===== src/rtl/io_ctrl_pkg.sv =====
// Shared mode encoding and button channel assignments for the board I/O front-end.
package io_ctrl_pkg;

  typedef enum logic {
    MODE_HALT = 1'b0,
    MODE_RUN  = 1'b1
  } mode_t;

  localparam int unsigned BTN_RUN  = 0;
  localparam int unsigned BTN_STEP = 1;

endpackage


===== src/rtl/debouncer.sv =====
// One push-button channel: synchroniser, stability counter, debounced level and press pulse.
module debouncer #(
  parameter int unsigned SYNC_STAGES = 2,
  parameter int unsigned DEB_CYCLES  = 500_000
) (
  input  logic i_clk,
  input  logic i_rst,
  input  logic i_btn_n,
  output logic o_level,
  output logic o_press
);

  localparam int unsigned CW = (DEB_CYCLES > 1) ? $clog2(DEB_CYCLES) : 1;
  localparam logic [CW-1:0] CNT_MAX = CW'(DEB_CYCLES - 1);

  logic [SYNC_STAGES-1:0] r_sync;
  logic [CW-1:0]          r_cnt;
  logic                   r_level;
  logic                   r_press;
  logic                   w_pressed;
  logic                   w_differs;
  logic                   w_accept;

  assign w_pressed = ~r_sync[SYNC_STAGES-1];
  assign w_differs = (w_pressed != r_level);
  assign w_accept  = w_differs && (r_cnt == CNT_MAX);

  // Sync flops reset to the released (high) pin level.
  always_ff @(posedge i_clk or posedge i_rst) begin
    if (i_rst) begin
      r_sync <= '1;
    end else begin
      r_sync <= {r_sync[SYNC_STAGES-2:0], i_btn_n};
    end
  end

  // Press pulse is registered alongside the level so both appear in the same cycle.
  always_ff @(posedge i_clk or posedge i_rst) begin
    if (i_rst) begin
      r_cnt   <= '0;
      r_level <= 1'b0;
      r_press <= 1'b0;
    end else begin
      r_press <= w_accept && w_pressed;
      if (!w_differs || w_accept) begin
        r_cnt <= '0;
      end else begin
        r_cnt <= r_cnt + 1'b1;
      end
      if (w_accept) begin
        r_level <= w_pressed;
      end
    end
  end

  assign o_level = r_level;
  assign o_press = r_press;

endmodule


===== src/rtl/io_ctrl.sv =====
// Board I/O front-end: switch synchronisers, debounced buttons and the CPU clock-enable
// generator with RUN/HALT/single-step control.
module io_ctrl
  import io_ctrl_pkg::*;
#(
  parameter int unsigned N_BTN       = 3,
  parameter int unsigned SW_WIDTH    = 10,
  parameter int unsigned SYNC_STAGES = 2,
  parameter int unsigned DEB_CYCLES  = 500_000,
  parameter int unsigned DIVISOR     = 5_000_000
) (
  input  logic                clk,
  input  logic                rst,
  input  logic [N_BTN-1:0]    btn_n,
  input  logic [SW_WIDTH-1:0] sw,
  output logic [SW_WIDTH-1:0] sw_sync,
  output logic [N_BTN-1:0]    btn_level,
  output logic [N_BTN-1:0]    btn_press,
  output logic                run,
  output logic                cpu_en
);

  localparam int unsigned DW = (DIVISOR > 1) ? $clog2(DIVISOR) : 1;
  localparam logic [DW-1:0] DIV_MAX = DW'(DIVISOR - 1);

  logic [SW_WIDTH-1:0] r_sw_sync [SYNC_STAGES];
  mode_t               r_mode;
  mode_t               w_mode_next;
  logic [DW-1:0]       r_div;
  logic [DW-1:0]       w_div_next;
  logic                r_cpu_en;
  logic                w_cpu_en_next;
  logic                w_toggle;
  logic                w_step;

  always_ff @(posedge clk or posedge rst) begin
    if (rst) begin
      for (int unsigned i = 0; i < SYNC_STAGES; i++) begin
        r_sw_sync[i] <= '0;
      end
    end else begin
      r_sw_sync[0] <= sw;
      for (int unsigned i = 1; i < SYNC_STAGES; i++) begin
        r_sw_sync[i] <= r_sw_sync[i-1];
      end
    end
  end

  assign sw_sync = r_sw_sync[SYNC_STAGES-1];

  for (genvar g = 0; g < N_BTN; g++) begin : g_btn
    debouncer #(
      .SYNC_STAGES(SYNC_STAGES),
      .DEB_CYCLES (DEB_CYCLES)
    ) u_deb (
      .i_clk  (clk),
      .i_rst  (rst),
      .i_btn_n(btn_n[g]),
      .o_level(btn_level[g]),
      .o_press(btn_press[g])
    );
  end

  assign w_toggle = btn_press[BTN_RUN];

  always_ff @(posedge clk or posedge rst) begin
    if (rst) begin
      r_mode <= MODE_HALT;
    end else begin
      r_mode <= w_mode_next;
    end
  end

  always_comb begin
    w_mode_next = r_mode;
    if (w_toggle) begin
      w_mode_next = (r_mode == MODE_RUN) ? MODE_HALT : MODE_RUN;
    end
  end

  // A mode change in this cycle clears the divider and masks both step and divider pulses.
  always_comb begin
    w_step        = (r_mode == MODE_HALT) && btn_press[BTN_STEP] && !w_toggle;
    w_div_next    = '0;
    w_cpu_en_next = w_step;
    if ((r_mode == MODE_RUN) && !w_toggle) begin
      w_div_next = (r_div == DIV_MAX) ? '0 : r_div + 1'b1;
      if (r_div == DIV_MAX) begin
        w_cpu_en_next = 1'b1;
      end
    end
  end

  always_ff @(posedge clk or posedge rst) begin
    if (rst) begin
      r_div    <= '0;
      r_cpu_en <= 1'b0;
    end else begin
      r_div    <= w_div_next;
      r_cpu_en <= w_cpu_en_next;
    end
  end

  assign run    = (r_mode == MODE_RUN);
  assign cpu_en = r_cpu_en;

endmodule


===== config.mk =====
export PLATFORM = sky130hd
export DESIGN_NAME = io_ctrl
export DESIGN_NICKNAME = d
export VERILOG_FILES = /design/src/rtl/io_ctrl_pkg.sv /design/src/rtl/debouncer.sv /design/src/rtl/io_ctrl.sv
export SDC_FILE = /design/constraint.sdc
export NUM_CORES = 1
export LEC_CHECK = 0
export BUFFER_PORTS_ARGS = -buffer_cell sky130_fd_sc_hd__buf_4
export CORE_MARGIN = 2
export CORE_UTILIZATION = 60
export DETAILED_ROUTE_END_ITERATION = 8
export PLACE_DENSITY_LB_ADDON = 0.1
export SETUP_SLACK_MARGIN = 0.05
export SKIP_LAST_GASP = 1
export SYNTH_ARGS = -nofsm -noshare
export SYNTH_HDL_FRONTEND = slang
export SYNTH_SLANG_ARGS = --single-unit

===== constraint.sdc =====
create_clock -name clk -period 4.3 [get_ports clk]
set_input_delay 0.86 -clock clk [delete_from_list [all_inputs] [get_ports clk]]
set_output_delay 0.86 -clock clk [all_outputs]
set_load 0.02 [all_outputs]

Yosys cells after proc, flatten, opt, wreduce, memory -nomap -nowiden
Cells that the tools add are included.

Memory bits (writable): 0. Bits in latches: 0. Output and inout bits: 18. Bits of input ports: 15. Logic and storage cells: 56. ROM bits: 0. Flip-flop bits (word level): 114. Memories: 0.

Shift-type cells: 0. Multipliers: 0. $add $sub $neg: 4. Reductions and logical operators: 16. Div/mod/pow operators: 0. Equal/unequal tests: 7. Multiplexer cells: 8. Bitwise operators: 4. $lt $le $gt $ge: 0.

Operators with widths (count): adder 19 x 1 -> 19 bit (second input constant) (3); equality test 19 bit (second input constant) (3); 2-to-1 mux 19 bit (3); 2-to-1 mux 23 bit (2); adder 23 x 1 -> 23 bit (second input constant) (1); equality test 23 bit (second input constant) (1); logical AND 1 bit (9); logical NOT 1 bit (4); NOT 1 bit (4); logical OR 1 bit (3); 2-to-1 mux 1 bit (3); inequality test 1 bit (3).

Logic depth before layout (Yosys ltp)
Depth after elaboration: 5. Depth in mapped cells: 7. Depth with buffers taken out: 5.

By module
Synthesis repeated with hierarchy kept, for this count alone.

Cells, all modules: 509. Area, all modules: 5312.6 um2.

By module, submodules not included: debouncer (cells each 115, times used 3, area each 1143.6 um2, seq. area each 578.1 um2); io_ctrl (cells each 164, times used 1, area each 1881.8 um2, seq. area each 1126.1 um2).

Worst setup path before layout
No wires, ideal clock.

Path kind: register to register. From: reg g_btn[1].u_deb.r_cnt[14]. To: reg g_btn[1].u_deb.r_cnt[10]. Stages on the path, launching flop included: 7. Required time: 4181 ps. Path buffers: 2. Clock period less this slack: 2069 ps. Path slack: 2231 ps. Setup time: 119 ps. Arrival time: 1950 ps. Cell sequence: dfrtp_1 -> or4b_1 -> or4_1 -> buf_2 -> o21ai_4 -> buf_6 -> nor2_1.

Longest elaborated chain between the ends: 4.

RTL lines: start, declared (line debouncer.sv:17) `logic [CW-1:0] r_cnt;`; start signal, assigned (line debouncer.sv:48) `r_cnt <= r_cnt + 1'b1;`; equality test 19 bit (line debouncer.sv:26) `assign w_accept = w_differs && (r_cnt == CNT_MAX);`; logical AND 1 bit (line debouncer.sv:26); logical OR 1 bit (line debouncer.sv:45) `if (!w_differs || w_accept) begin`; 2-to-1 mux 19 bit (line debouncer.sv:45).

No other way between the ends. A chain may end at the register's enable or synchronous reset.

Worst setup path after layout
From: reg g_btn[1].u_deb.r_cnt[9]. To: reg g_btn[1].u_deb.r_cnt[12].

Longest elaborated chain between the ends: 4. Elaborated cells on any way between the ends: 5. Classes of those cells: add/sub: 1; eq/ne: 1; mux: 1; reduce/logical: 2.

RTL lines (line): branches (longest 3 deep; another with adder 19 x 1 -> 19 bit); 2-to-1 mux 19 bit * (debouncer.sv:45).

Mark *: on every way between the ends.

==> summary.md <==
| Metric | Value |
|---|---|
| Status | `finished clean` |
| Synth async-reset ratio | `1.000` |
| Hold Crit Class | `flip-flop to flip-flop` |
| Global-route wire length before repair | `between 15 and 20 mm` |
| Most frequent cell after synthesis | `dfrtp_1` |
| TritonCTS clock tree | `built` |
| Tcrit/Tclk final | `0.5349` |
| Clk slew on worst S/H paths | `60 ps` |
| Num CTS Buffers | `17` |
| DP Wirelength | `6.154 mm` |
| Top-area cell type share of the netlist area | `0.5197` |
| Power density cells | `around 440 nW/um^2` |
| Grt ovf | `0` |
| Slowest-stage cell, CP | `or4_1` |
| Leak Pwr | `2.411 nW` |
| Ys Warns | `0` |
| EDFF count, synth | `0` |
| I/O pin cnt | `33` |
| Max VDD drop | `about 0.26 mV` |
| Setup crit end kind | `flip-flop` |
| Seq/Total Area, Yosys | `0.5500` |
| GPL Wtd Cong | `about 0.8` |
| Worst setup path end | `g_btn[1].u_deb.r_cnt[12]$_DFF_PP0_` |
| Commonest cells in the netlist | `108 x dfrtp_1, 62 x nor2_1, 34 x xnor2_1` |
| Flop-to-flop setup slack | `2000 ps` |
| RSZ-0062 raised after global routing | `false` |
| Critical Path Max Stage Delay | `650 ps` |
| CP required | `4680 ps` |
| Final Skew | `6.409 ps` |
| Clk sinks | `114` |
| Worst-Skew Late Latency | `520 ps` |
| Routed Antenna Nets | `0` |
| Setup CP Type | `flip-flop to flip-flop` |
| Total GRT Usage | `0.2258` |
| Post-Syn Area | `between 5000 and 6000 um^2` |
| CP Max Fanout | `18` |
| Crit path depth | `4` |
| Slew margin rel. | `0.2068` |
| Max Cap Violations | `0` |
| Row count | `33` |
| Ys flop type | `dfrtp_1` |
| WP data arrival | `2680 ps` |
| H-tree depth | `4` |
| Routed WL | `just under 10 mm` |
| Beginning of the critical path | `g_btn[1].u_deb.r_cnt[9]$_DFF_PP0_` |
| Setup-failing EPs final | `0` |
| CORE AREA | `between 8000 and 9000 um^2` |
| Largest net degree at the start of global routing | `80` |
| CP delay by family, top | `simple AND/OR/NAND/NOR gates` |
| Critical R2R Launch | `g_btn[1].u_deb.r_cnt[9]$_DFF_PP0_` |
| Die W | `97.10 um` |
| Area after DPL | `5406 um^2` |
| Wire per inst | `~15 um` |
| CTS root buffer | `clkbuf_8` |
| CTS Buffer Depth | `2` |
| Fill count | `a little under 600` |
| FMAX | `between 400 and 500 MHz` |
| Diode count | `0` |
| Total power | `2.632 mW` |
| Slew at the pin closest to its max-slew limit | `1182 ps` |
| DRC | `0` |
| DR vias/cell | `between 5 and 6` |
| Vias in the first global route | `~3,700` |
| Gate Count Post-Synth | `494` |
| Post-CTS Setup Bufs | `0` |
| Final Hold Viols | `0` |
| R2r worst-path depth | `4` |
| DRT Pass-1 Iters | `4` |
| Worst Path Buf+Inv | `0` |
| Iter 0 DRT Violations | `114` |
| Resize count post-CTS | `0` |
| Fin nets | `~540` |
| Initial Util | `0.6266` |
| Syn Nets | `approximately 500` |
| Cts hold-fix bufs | `0` |
| Initial antenna violation count | `0` |
| Fin crit period | `about 2300 ps` |
| Post-Layout Inst Area | `6025 um^2` |
| Crit-path cells | `or4b_1 > or4_1 > o21ai_4 > nor2_1` |
| Setup tns final | `0 ps` |
| Die Ht | `97.10 um` |
| Routed vias | `3,744` |
| Crit start category | `flip-flop` |
| Max-slew violations | `0` |
| Syn_area_per_cell | `10.53 um^2` |
| R2r endpoint | `g_btn[1].u_deb.r_cnt[12]$_DFF_PP0_` |
| Yosys top cell by area | `dfrtp_1` |
| Hold path start | `r_sw_sync[16]$_DFF_PP0_` |
| Area Growth Syn to Fin | `15.86%` |
| Share of layout cells above drive strength 1 | `0.1563` |
| Yosys cell types | `43` |
| #FFs+latches synth | `about 110` |
| I/O Buffers | `32` |
| Die area | `9427 um^2` |
| Synth area leaders | `dfrtp_1 52%, xnor2_1 5.7%, nor2_1 4.5%, nand4_1 3.1%, dfstp_2 3.0%` |
| Hold_ws | `345.4 ps` |
-- layout by cell type, fill, tap and decap left out, types with 3 or more instances in the layout --
cell	count
xnor2_1	34
nand4_1	26
and2_1	3
a21oi_1	23
bufinv_16	4
nor4_1	13
and4_1	10
or4_1	15
o31ai_1	15
nand2_1	21
nor2_1	62
ha_1	4
nand3_1	29
nor4b_1	4
clkinvlp_4	3
o21ai_0	10
or3_1	10
xor2_1	18
dfstp_2	6
nor3_1	9
buf_4	34
inv_1	16
dfrtp_1	108
clkbuf_16	16
or2_2	3
clkinv_4	3
-- metal layers --
metal	global-route usage	part of all wire	routed length, um	vias to the layer above
met5	0	0	0	-
met4	0.1029	0.014	140	0
met3	0.05108	0.032	315	14
met2	0.3675	0.49	4845	67
met1	0.2903	0.46	4504	1852
li1	-	-	-	1811
-- metrics by stage --
| step | setup WS, ps | instances | util |
|---|---|---|---|
| after floorplan | 434.2 | 494 | - |
| after global placement | 2086 | 604 | 0.6514 |
| after detailed placement | 2013 | 604 | 0.6514 |
| after CTS | 1975 | 636 | 0.7259 |
| after global routing | 1812 | 636 | 0.7259 |
| final | 2000 | 636 | 0.7259 |
-- layout make-up --
| class | instances | area [um^2] | area share |
|---|---|---|---|
| flip-flops and latches | 114 | 2860 | 0.4748 |
| well taps | 105 | 131.4 | 0.02181 |
| clock buffers | 20 | 435.4 | 0.07227 |
| clock inverters | 12 | 182.7 | 0.03032 |
| multi-input cells | 334 | 2093 | 0.3475 |
| repair buffers | 34 | 255.2 | 0.04237 |
| inverters | 17 | 66.31 | 0.01101 |
-- kinds of logic (layout without fill, tap and decap cells) --
group / Yosys count / count (layout) / synth area share
compound gates: 56 / 56 / 0.06834
xor+xnor: 52 / 52 / 0.08758
fa+ha+maj: 4 / 4 / 0.009625
buf+inv: 46 / 83 / 0.04812
flops: 114 / 114 / 0.5500
mux: 2 / 2 / 0.003850
simple gates: 220 / 220 / 0.2324
-- where the power goes --
| group | switching, mW | internal (mW) | total (mW) |
|---|---|---|---|
| logic | 0.0457 | 0.0240 | 0.0697 |
| clock network | 0.495 | 0.959 | 1.45 |
| registers | 0.0137 | 1.10 | 1.11 |
| total | 0.554 | 2.08 | 2.63 |
-- registers in the layout, indices dropped and copies added, names as in the netlist --
register,count
g_btn.u_deb.r_cnt,57
g_btn.u_deb.r_sync,6
g_btn.u_deb.o_press,3
run,1
cpu_en,1
sw_sync,10
r_sw_sync,10
r_div,23
g_btn.u_deb.o_level,3
-- worst min path at each step --
stage	end	slack, ps	depth (start not counted)
final	sw_sync[6]$_DFF_PP0_	350	0
after global routing	sw_sync[6]$_DFF_PP0_	340	0
after CTS	sw_sync[6]$_DFF_PP0_	350	0
after detailed placement	sw_sync[7]$_DFF_PP0_	330	0
after global placement	sw_sync[0]$_DFF_PP0_	330	0
after floorplan	sw_sync[0]$_DFF_PP0_	330	0
(Power assumes the default switching activity.)
